`src/rtl/gemm_pkg.sv`:
```
// Shared constants, FSM state encoding and helpers for the systolic GEMM controller.
package gemm_pkg;
    localparam int GEMM_N    = 4;
    localparam int GEMM_KMAX = 64;

    typedef enum logic [2:0] {
        ST_IDLE  = 3'd0,
        ST_CLEAR = 3'd1,
        ST_FEED  = 3'd2,
        ST_FLUSH = 3'd3,
        ST_DRAIN = 3'd4,
        ST_DONE  = 3'd5
    } gemm_state_e;

    // A reduction depth is usable only when it lies in 1..kmax.
    function automatic logic k_in_range(input int k, input int kmax);
        return (k >= 32'sd1) && (k <= kmax);
    endfunction
endpackage

```
`src/rtl/systolic_gemm_ctrl_if.sv`:
```
// Job-control and result-drain bundle between a requester (master) and the controller (slave).
interface systolic_gemm_ctrl_if import gemm_pkg::*; #(
    parameter int N    = GEMM_N,
    parameter int KMAX = GEMM_KMAX
) ();
    logic                    start_i;
    logic [$clog2(KMAX):0]   k_len_i;
    logic                    abort_i;
    logic                    busy_o;
    logic                    done_o;
    logic                    err_o;
    logic                    rd_en_o;
    logic [$clog2(KMAX)-1:0] rd_addr_o;
    logic [N-1:0]            lane_vld_o;
    logic                    acc_clr_o;
    logic                    acc_en_o;
    logic [$clog2(N)-1:0]    out_row_o;
    logic                    out_valid_o;
    logic                    out_ready_i;

    modport master (
        output start_i, k_len_i, abort_i, out_ready_i,
        input  busy_o, done_o, err_o, rd_en_o, rd_addr_o, lane_vld_o,
               acc_clr_o, acc_en_o, out_row_o, out_valid_o
    );

    modport slave (
        input  start_i, k_len_i, abort_i, out_ready_i,
        output busy_o, done_o, err_o, rd_en_o, rd_addr_o, lane_vld_o,
               acc_clr_o, acc_en_o, out_row_o, out_valid_o
    );
endinterface

```
`src/rtl/gemm_skew_gen.sv`:
```
// Diagonal operand-valid skew: lane r is live for feed phases r..r+K-1.
module gemm_skew_gen #(
    parameter int N  = 4,
    parameter int CW = 7
) (
    input  logic          feed_s,
    input  logic [CW-1:0] t_s,
    input  logic [CW-1:0] k_s,
    output logic [N-1:0]  lane_vld_s
);
    // Per-lane window decode
    always_comb begin
        lane_vld_s = '0;
        for (int r = 0; r < N; r++) begin
            if (feed_s && (t_s >= CW'(r)) && ((t_s - CW'(r)) < k_s)) begin
                lane_vld_s[r] = 1'b1;
            end else begin
                lane_vld_s[r] = 1'b0;
            end
        end
    end
endmodule

```
`src/rtl/systolic_gemm_ctrl.sv`:
```
// Job sequencer for an NxN systolic GEMM array: clear, skewed feed, flush, row drain.
module systolic_gemm_ctrl import gemm_pkg::*; #(
    parameter int N    = GEMM_N,
    parameter int KMAX = GEMM_KMAX
) (
    input logic                clk,
    input logic                rst_n,
    systolic_gemm_ctrl_if.slave bus
);
    localparam int AW = $clog2(KMAX);
    localparam int CW = $clog2(KMAX + N);
    localparam int RW = $clog2(N);

    gemm_state_e   state_r, nxt_state_s;
    logic [CW-1:0] cnt_r, nxt_cnt_s;
    logic [CW-1:0] k_r, nxt_k_s;
    logic [CW-1:0] feed_last_s;
    logic          k_ok_s;

    logic          busy_s, done_s, err_s, rd_en_s, acc_clr_s, acc_en_s, out_valid_s;
    logic [AW-1:0] rd_addr_s;
    logic [RW-1:0] out_row_s;
    logic [N-1:0]  lane_s;

    assign k_ok_s      = k_in_range(int'(bus.k_len_i), KMAX);
    assign feed_last_s = k_r + CW'(N) - CW'(2);

    // State, phase counter and latched depth
    always_ff @(posedge clk or negedge rst_n) begin
        if (!rst_n) begin
            state_r <= ST_IDLE;
            cnt_r   <= '0;
            k_r     <= '0;
        end else begin
            state_r <= nxt_state_s;
            cnt_r   <= nxt_cnt_s;
            k_r     <= nxt_k_s;
        end
    end

    // Next-state logic; abort overrides every other transition
    always_comb begin
        nxt_state_s = state_r;
        nxt_cnt_s   = cnt_r;
        nxt_k_s     = k_r;
        if ((state_r != ST_IDLE) && bus.abort_i) begin
            nxt_state_s = ST_IDLE;
            nxt_cnt_s   = '0;
        end else begin
            case (state_r)
                ST_IDLE: begin
                    if (bus.start_i && k_ok_s) begin
                        nxt_state_s = ST_CLEAR;
                        nxt_k_s     = CW'(bus.k_len_i);
                        nxt_cnt_s   = '0;
                    end else begin
                        nxt_state_s = ST_IDLE;
                    end
                end
                ST_CLEAR: begin
                    nxt_state_s = ST_FEED;
                    nxt_cnt_s   = '0;
                end
                ST_FEED: begin
                    if (cnt_r == feed_last_s) begin
                        nxt_state_s = ST_FLUSH;
                        nxt_cnt_s   = '0;
                    end else begin
                        nxt_cnt_s = cnt_r + CW'(1);
                    end
                end
                ST_FLUSH: begin
                    if (cnt_r == CW'(N - 1)) begin
                        nxt_state_s = ST_DRAIN;
                        nxt_cnt_s   = '0;
                    end else begin
                        nxt_cnt_s = cnt_r + CW'(1);
                    end
                end
                ST_DRAIN: begin
                    if (bus.out_valid_o && bus.out_ready_i) begin
                        if (cnt_r == CW'(N - 1)) begin
                            nxt_state_s = ST_DONE;
                            nxt_cnt_s   = '0;
                        end else begin
                            nxt_cnt_s = cnt_r + CW'(1);
                        end
                    end else begin
                        nxt_cnt_s = cnt_r;
                    end
                end
                ST_DONE: begin
                    nxt_state_s = ST_IDLE;
                    nxt_cnt_s   = '0;
                end
                default: begin
                    nxt_state_s = ST_IDLE;
                    nxt_cnt_s   = '0;
                end
            endcase
        end
    end

    gemm_skew_gen #(.N(N), .CW(CW)) u_skew (
        .feed_s     (nxt_state_s == ST_FEED),
        .t_s        (nxt_cnt_s),
        .k_s        (nxt_k_s),
        .lane_vld_s (lane_s)
    );

    // Output decode from the upcoming state so every output can be a flop
    always_comb begin
        busy_s      = (nxt_state_s != ST_IDLE);
        done_s      = (nxt_state_s == ST_DONE);
        err_s       = (state_r == ST_IDLE) && bus.start_i && !k_ok_s;
        acc_clr_s   = (nxt_state_s == ST_CLEAR);
        acc_en_s    = (nxt_state_s == ST_FEED) || (nxt_state_s == ST_FLUSH);
        out_valid_s = (nxt_state_s == ST_DRAIN);
        rd_en_s     = 1'b0;
        rd_addr_s   = '0;
        if ((nxt_state_s == ST_FEED) && (nxt_cnt_s < nxt_k_s)) begin
            rd_en_s   = 1'b1;
            rd_addr_s = AW'(nxt_cnt_s);
        end else if (nxt_state_s == ST_FEED) begin
            rd_addr_s = bus.rd_addr_o;
        end else begin
            rd_addr_s = '0;
        end
        if (out_valid_s) begin
            out_row_s = RW'(nxt_cnt_s);
        end else begin
            out_row_s = '0;
        end
    end

    // Output registers
    always_ff @(posedge clk or negedge rst_n) begin
        if (!rst_n) begin
            bus.busy_o      <= 1'b0;
            bus.done_o      <= 1'b0;
            bus.err_o       <= 1'b0;
            bus.rd_en_o     <= 1'b0;
            bus.rd_addr_o   <= '0;
            bus.lane_vld_o  <= '0;
            bus.acc_clr_o   <= 1'b0;
            bus.acc_en_o    <= 1'b0;
            bus.out_row_o   <= '0;
            bus.out_valid_o <= 1'b0;
        end else begin
            bus.busy_o      <= busy_s;
            bus.done_o      <= done_s;
            bus.err_o       <= err_s;
            bus.rd_en_o     <= rd_en_s;
            bus.rd_addr_o   <= rd_addr_s;
            bus.lane_vld_o  <= lane_s;
            bus.acc_clr_o   <= acc_clr_s;
            bus.acc_en_o    <= acc_en_s;
            bus.out_row_o   <= out_row_s;
            bus.out_valid_o <= out_valid_s;
        end
    end
endmodule

```
`src/flat_wrapper.sv`:
```
// flat-port wrapper written by rule: the top's interface ports become plain ports
module systolic_gemm_ctrl_flat import gemm_pkg::*;
#(
    parameter int N    = GEMM_N,
    parameter int KMAX = GEMM_KMAX
)
  (clk, rst_n, bus_start_i, bus_k_len_i, bus_abort_i, bus_out_ready_i, bus_busy_o, bus_done_o, bus_err_o, bus_rd_en_o, bus_rd_addr_o, bus_lane_vld_o, bus_acc_clr_o, bus_acc_en_o, bus_out_row_o, bus_out_valid_o);
  systolic_gemm_ctrl_if #(.N(N), .KMAX(KMAX)) bus_i ();
  input logic clk;
  input logic rst_n;
  input wire logic [$bits(bus_i.start_i)-1:0] bus_start_i;
  input wire logic [$bits(bus_i.k_len_i)-1:0] bus_k_len_i;
  input wire logic [$bits(bus_i.abort_i)-1:0] bus_abort_i;
  input wire logic [$bits(bus_i.out_ready_i)-1:0] bus_out_ready_i;
  output wire logic [$bits(bus_i.busy_o)-1:0] bus_busy_o;
  output wire logic [$bits(bus_i.done_o)-1:0] bus_done_o;
  output wire logic [$bits(bus_i.err_o)-1:0] bus_err_o;
  output wire logic [$bits(bus_i.rd_en_o)-1:0] bus_rd_en_o;
  output wire logic [$bits(bus_i.rd_addr_o)-1:0] bus_rd_addr_o;
  output wire logic [$bits(bus_i.lane_vld_o)-1:0] bus_lane_vld_o;
  output wire logic [$bits(bus_i.acc_clr_o)-1:0] bus_acc_clr_o;
  output wire logic [$bits(bus_i.acc_en_o)-1:0] bus_acc_en_o;
  output wire logic [$bits(bus_i.out_row_o)-1:0] bus_out_row_o;
  output wire logic [$bits(bus_i.out_valid_o)-1:0] bus_out_valid_o;
  assign bus_i.start_i = bus_start_i;
  assign bus_i.k_len_i = bus_k_len_i;
  assign bus_i.abort_i = bus_abort_i;
  assign bus_i.out_ready_i = bus_out_ready_i;
  assign bus_busy_o = bus_i.busy_o;
  assign bus_done_o = bus_i.done_o;
  assign bus_err_o = bus_i.err_o;
  assign bus_rd_en_o = bus_i.rd_en_o;
  assign bus_rd_addr_o = bus_i.rd_addr_o;
  assign bus_lane_vld_o = bus_i.lane_vld_o;
  assign bus_acc_clr_o = bus_i.acc_clr_o;
  assign bus_acc_en_o = bus_i.acc_en_o;
  assign bus_out_row_o = bus_i.out_row_o;
  assign bus_out_valid_o = bus_i.out_valid_o;
  systolic_gemm_ctrl #(.N(N), .KMAX(KMAX)) u_core (.clk(clk), .rst_n(rst_n), .bus(bus_i));
endmodule
```
`config.mk`:
```
export PLATFORM = sky130hd
export DESIGN_NAME = systolic_gemm_ctrl_flat
export DESIGN_NICKNAME = d
export VERILOG_FILES = /design/src/rtl/gemm_pkg.sv /design/src/rtl/systolic_gemm_ctrl_if.sv /design/src/rtl/gemm_skew_gen.sv /design/src/rtl/systolic_gemm_ctrl.sv /design/src/flat_wrapper.sv
export SDC_FILE = /design/constraint.sdc
export NUM_CORES = 1
export LEC_CHECK = 0
export BUFFER_PORTS_ARGS = -buffer_cell sky130_fd_sc_hd__buf_2
export CORE_MARGIN = 2
export CORE_UTILIZATION = 55
export CTS_BUF_LIST = sky130_fd_sc_hd__clkbuf_4 sky130_fd_sc_hd__clkbuf_8
export DETAILED_ROUTE_END_ITERATION = 16
export GPL_ROUTABILITY_DRIVEN = 1
export GPL_TIMING_DRIVEN = 0
export PLACE_DENSITY = 0.75
export SKIP_CTS_REPAIR_TIMING = 1
export SYNTH_ARGS = -nofsm -noshare
export SYNTH_HDL_FRONTEND = slang
export SYNTH_HIERARCHICAL = 1
export SYNTH_SLANG_ARGS = --single-unit
```
`constraint.sdc`:
```
create_clock -name clk -period 10.2 [get_ports clk]
set_input_delay 0.51 -clock clk [delete_from_list [all_inputs] [get_ports clk]]
set_output_delay 0.51 -clock clk [all_outputs]
set_load 0.01 [all_outputs]
```
==> results of run 1 <==
-- area by class of cell --
type | count | area [um^2]
clock buffer | 5 | 68.8
multi-input combinational | 246 | 1890
clock inverter | 3 | 42.5
inverter | 23 | 86.3
buffer | 12 | 65.1
fill | 447 | 1840
sequential | 36 | 901
timing repair buffer | 30 | 150
tap | 70 | 87.6
-- metrics by stage --
| stage | util, % | setup slack (ns) | hold WS (ns) | instances |
|---|---|---|---|---|
| after global placement | 61.8 | 5.11 | 0.485 | 417 |
| after global routing | 64.1 | 5.03 | 0.374 | 425 |
| after detailed placement | 61.8 | 5.06 | 0.489 | 417 |
| after floorplan | - | 5.78 | 0.214 | 317 |
| after CTS | 64.0 | 5.03 | 0.324 | 425 |
| final | 64.1 | 5.39 | 0.286 | 425 |
-- kinds of logic after synthesis --
family          synth area share [%]
compound gates                  17.7
xor+xnor                        6.26
fa+ha+maj                       16.6
buf+inv                         5.15
flops                           30.6
mux                             3.11
simple gates                    20.6
-- layer usage --
layer	GRT usage, %	share of wire (%)
met5	0	0
met4	11.4	2.4
met3	3.41	4.8
met2	40.1	48
met1	29.7	45
-- path summary, 6_finish.rpt --
check	slack (ns)	depth (start not counted)	start	to
worst max-delay path	5.39	16	u_core/state_r[1]$_DFF_PN0_	u_core/bus.rd_addr_o[2]$_DFFE_PN0P_
worst min-delay path	0.29	1	rst_n	u_core/bus.busy_o$_DFF_PN0_
worst max register to register	5.39	16	u_core/state_r[1]$_DFF_PN0_	u_core/bus.rd_addr_o[2]$_DFFE_PN0P_
worst min register to register	0.50	1	u_core/bus.rd_addr_o[2]$_DFFE_PN0P_	u_core/bus.rd_addr_o[2]$_DFFE_PN0P_
max in group asynchronous	9.40	1	rst_n	u_core/bus.rd_en_o$_DFF_PN0_
min in group clk	0.50	1	u_core/bus.rd_addr_o[2]$_DFFE_PN0P_	u_core/bus.rd_addr_o[2]$_DFFE_PN0P_
-- cells in the mapped netlist, types with 6 or more instances --
library cell	number	area (um^2)
nand3_1	13	65.1
xor2_1	9	78.8
inv_1	23	86.3
nand2_1	28	105
mux2i_1	8	80.1
nor2_1	17	63.8
o21ai_0	11	55.1
a21oi_1	16	80.1
dfrtp_1	36	901
xnor2_1	12	105
ha_1	39	488
clkbuf_1	6	22.5
a31oi_1	9	56.3
-- layout by cell type, fill, tap and decap left out, types with 3 or more instances in the layout --
cell type,count
and3_1,5
a2111oi_0,3
clkbuf_1,6
mux2i_1,8
xnor2_1,12
ha_1,39
a211oi_1,3
dfrtp_1,36
buf_2,34
nand4b_1,4
nand2_1,28
nor2_1,17
xor2_1,9
nor3_1,5
inv_1,23
and2_1,3
nand3_1,13
clkbuf_8,5
a31oi_1,9
o21ai_0,11
nor2b_1,4
or2_2,5
a21oi_1,16
a22o_1,3
o21ai_1,3
a21o_1,5
-- sequential cells by signal, summed over array words and instances (netlist names), 2 cells and up --
signal and flops:
u_core/state_r 3, u_core/bus.lane_vld_o 4, u_core/bus.out_row_o 2, u_core/bus.rd_addr_o 6
u_core/cnt_r 7, u_core/k_r 7
-- power breakdown --
group	total, mW	switching [mW]	leakage [nW]	internal [mW]
logic	0.270	0.155	1.09	0.115
registers	0.176	0.0163	0.482	0.159
clock network	0.125	0.0527	0.0541	0.0723
total	0.570	0.224	1.63	0.347
==> results.tsv, run 1 <==
stage	metric	value	unit
clocking	numCtsBuffers	5	
power	total_power	570	uW
sta	setup_violations	0	
yosys	yosysUniqueCellTypes	59	
critical_path	cpMostUsedCell	or2_2	
yosys	synth_top_flop_cell	dfrtp_1	
sta	hold_viol_final	0	
sta	fin_setup_tns	0	ns
placement	dpl_cell_area	0.00318	mm^2
detailed_routing	dr.pass1.iters	4	
clocking	tritoncts	built	
grt	grt_pass1_vias	2439	
placement	port_buffers	30	
critical_path	cpMaxStageDelayCell	a311oi_2	
power	ir_worst_vdd	0.0917	mV
cells_and_area	fin_area	0.00330	mm^2
detailed_routing	via_count	2471	
floorplanning	die_x	77.1	um
yosys	ys_seq_area_share	30.6	%
status	status	completed	
yosys	async_flop_share	100	%
power	p_per_area	173	mW/mm^2
yosys	ys_warn_count	6	
detailed_routing	drt_iter0_markers	196	
critical_path	path_delay_family	compound AO/OA/AOI/OAI gates	
cells_and_area	drive_gt1_share	18.3	%
yosys	synthCells	317	
hold_path	hp-class	in2async	
yosys	synth_edf_count	0	
cells_and_area	antenna_cells	0	
cells_and_area	syn_to_final_growth	12.1	%
critical_path	cp.arrival	4.99	ns
clocking	clk_latency	0.29	ns
clocking	cts_root_buf	clkbuf_8	
critical_path	crit_type	reg2reg	
sta	rsz0062_at_grt	false	
clocking	clockBufferDepth	2	
placement	place.gp.congestion	0.905	
detailed_routing	drc	0	
grt	antenna_found_initial	0	
floorplanning	placementRows	26	
clocking	clk_transition_reported_paths	0.07	ns
yosys	synth_area_per_cell	9.28	um^2
detailed_routing	viasPerCell	5.81	
floorplanning	core	0.00514	mm^2
yosys	synth_area	0.00294	mm^2
floorplanning	pin_count	31	
floorplanning	start_util	57.2	%
critical_path	critPathRequiredTime	10.38	ns
sta	drv_slew	0	
sta	period_minus_slack	4.81	ns
sta	fmax	0.208	GHz
sta	clock_skew	0.00373	ns
cells_and_area	finalNetCount	405	
run	maxCapViolations	0	
sta	min_period_over_period	47.2	%
critical_path	cpPeakStageDelay	0.73	ns
sta	relSlewSlack	27.3	%
sta	worstMarginPinSlew	1.08	ns
placement	hpwl	5040	um
critical_path	setup.worst_path.end_class	flip-flop	
yosys	ys_ff_latch	36	
clocking	h-tree-depth	2	
yosys	syn_nets	368	
critical_path	cp.buffers_inverters	2	
critical_path	path_max_fanout	9	
critical_path	start_kind	flip-flop	
detailed_routing	drt_wl_total	6560	um
grt	grt_max_degree	37	
floorplanning	die_y	77.1	um
power	p_leak	1.63	nW
floorplanning	dieArea	0.00595	mm^2
clocking	cts.sinks	36	
grt	grt_pass1_wl	11300	um
grt	track_usage	23.7	%
critical_path	worstPathCellList	clkbuf_1, or2_2, clkbuf_1, or2_2, a21oi_1, or2_2, a41oi_1, a311oi_2, ha_1, a21oi_1, o21ai_0, nor3_1, o21ai_0, o32a_4, nor2b_4, a22o_1	
detailed_routing	ant_nets	0	
grt	grt_overflow	0	
detailed_routing	wl_per_cell	15.4	um
Note: power is estimated with default switching activity, not from simulation.
==> run 2: changes to the inputs <==
- clock period: 10.2 -> 4.75 ns (I/O delays scaled with it)
==> run 2 against run 1 <==
First-iteration DRC count is 27% higher. Die area stayed put. Largest power group unchanged. Combinational power is 120% higher. Core utilization is 0.37 points higher.
==> results.tsv, run 2 (synthesis gave the netlist of run 1 again) <==
stage	metric	value	unit
status	status	completed	
critical_path	ff2ff_setup_slack	0.20	ns
detailed_routing	drt_wl_total	6640	um
cells_and_area	antenna_cells	0	
clocking	clockBufferDepth	2	
floorplanning	die_y	77.1	um
power	power_frac_seq	30.6	%
critical_path	critPathRequiredTime	4.92	ns
cells_and_area	mostFrequentLayoutCell	ha_1	
detailed_routing	drt_iter0_markers	249	
floorplanning	die_x	77.1	um
sta	setup_violations	0	
power	p_per_area	372	mW/mm^2
power	p_comb_share	47.6	%
power	power.internal	746	uW
detailed_routing	dr.pass1.iters	4	
power	p_leak	1.63	nW
critical_path	path_max_fanout	10	
cells_and_area	finalNetCount	405	
floorplanning	core	0.00514	mm^2
floorplanning	placementRows	26	
detailed_routing	ant_nets	0	
sta	clock_skew	0.00368	ns
power	clkPwrFrac	21.8	%
sta	min_period_over_period	95.8	%
grt	grt_overflow	0	
power	sw_frac_of_total	39.5	%
grt	antenna_found_initial	0	
detailed_routing	drc	0	
cells_and_area	drive_gt1_share	18.9	%
clocking	tritoncts	built	
critical_path	reg2reg_from	u_core/state_r[1]$_DFF_PN0_	
clocking	clk_transition_reported_paths	0.07	ns
sta	worstMarginPinSlew	1.09	ns
floorplanning	dieArea	0.00595	mm^2
critical_path	crit_start	u_core/state_r[1]$_DFF_PN0_	
sta	drv_slew	0	
critical_path	cp.arrival	4.72	ns
placement	dpl_cell_area	0.00318	mm^2
run	maxCapViolations	0	
placement	dp_cells	417	
critical_path	setup.worst_path.end_class	flip-flop	
power	p_switching	486	uW
critical_path	crit_end	u_core/bus.lane_vld_o[1]$_DFF_PN0_	
placement	hpwl	5040	um
cells_and_area	multi_input_area	0.00191	mm^2
cells_and_area	largestRegisters	u_core/cnt_r: 7 flops, u_core/k_r: 7 flops, u_core/bus.rd_addr_o: 6 flops	
sta	fin_setup_tns	0	ns
critical_path	crit_type	reg2reg	
clocking	h-tree-depth	2	
clocking	numCtsBuffers	5	
sta	relSlewSlack	27.0	%
grt	grt_pass1_vias	2439	
grt	grt_max_degree	37	
sta	period_minus_slack	4.55	ns
placement	place.gp.congestion	0.905	
floorplanning	start_util	57.2	%
sta	fmax	0.220	GHz
detailed_routing	wl_per_cell	15.6	um
critical_path	worstRegToRegCells	16	
placement	port_buffers	30	
cells_and_area	layout_common_cells	ha_1 (39), dfrtp_1 (36), buf_2 (34)	
cells_and_area	regArea	901	um^2
hold_path	hp-class	in2async	
clocking	clk_latency	0.29	ns
power	ir_worst_vdd	0.196	mV
detailed_routing	via_count	2456	
clocking	cts.sinks	36	
cells_and_area	fin_area	0.00331	mm^2
sta	rsz0062_at_grt	false	
floorplanning	pin_count	31	
cells_and_area	final_cells	425	
detailed_routing	viasPerCell	5.78	
clocking	cts_root_buf	clkbuf_8	
critical_path	r2r-end	u_core/bus.lane_vld_o[1]$_DFF_PN0_	
grt	grt_pass1_wl	11300	um
grt	track_usage	23.7	%
cells_and_area	syn_to_final_growth	12.7	%
cells_and_area	num-fill-cells	443	
critical_path	start_kind	flip-flop	
sta	hold_viol_final	0	
## run 2: changes by cell type in the layout (fill, tap and decap cells not counted)
cell,change
a21oi_2,+2
a311oi_4,+1
a311oi_2,-1
a21oi_1,-2
## run 2: cell type report
cell class / instances / share of cell area (%)
repair buffers: 30 / 4.53
multi-input cells: 246 / 57.7
inverters: 23 / 2.60
well taps: 70 / 2.64
plain buffers: 12 / 1.96
flip-flops and latches: 36 / 27.2
clock buffers: 5 / 2.08
clock inverters: 3 / 1.28
## run 2: how the worst min path moves through the flow
stage | from | end | slack, ns | depth (start not counted)
2_1_floorplan | rst_n | u_core/bus.acc_clr_o$_DFF_PN0_ | -0.06 | 0
3_3_place_gp | rst_n | u_core/bus.acc_clr_o$_DFF_PN0_ | 0.35 | 1
3_5_place_dp | rst_n | u_core/bus.busy_o$_DFF_PN0_ | 0.36 | 1
4_1_cts | rst_n | u_core/bus.busy_o$_DFF_PN0_ | 0.05 | 1
5_1_grt | rst_n | u_core/bus.acc_clr_o$_DFF_PN0_ | 0.10 | 1
6_report | rst_n | u_core/bus.busy_o$_DFF_PN0_ | 0.01 | 1
## run 2: per-layer routing
layer | up-vias | track usage, % | routed length, um
met5 | - | 0 | 0
met4 | 0 | 11.4 | 155
met3 | 14 | 3.41 | 316
met2 | 75 | 40.1 | 3170
met1 | 1146 | 29.7 | 3000
li1 | 1221 | - | -
## run 2: stage by stage
step / hold slack, ns / setup slack, ns / total power, mW / utilization, %
floorplan: -0.0581 / 0.326 / 0.810 / -
global placement: 0.353 / -0.340 / 0.931 / 61.8
detailed placement: 0.364 / -0.388 / 0.958 / 61.8
CTS: 0.0516 / -0.418 / 1.23 / 64.0
global route: 0.102 / 0.0119 / 1.34 / 64.5
finish: 0.0139 / 0.202 / 1.23 / 64.5
## run 2: critical path, cell delays in order (launching register included)
cell	delay, ns
dfrtp_1	0.36
clkbuf_1	0.20
or2_2	0.33
clkbuf_1	0.15
or2_2	0.33
a21oi_2	0.32
a211oi_1	0.08
a311oi_1	0.90
buf_2	0.36
inv_1	0.14
ha_1	0.20
a21boi_1	0.31
xor2_1	0.13
ha_1	0.29
nand2_1	0.04
o21ai_1	0.18
a31oi_1	0.11
## run 2: power groups by stage
stage	logic (mW)	clock network, mW	registers, mW
floorplan	0.430	0	0.380
global placement	0.549	0	0.382
detailed placement	0.574	0	0.383
CTS	0.577	0.274	0.377
global route	0.668	0.288	0.383
finish	0.586	0.269	0.377
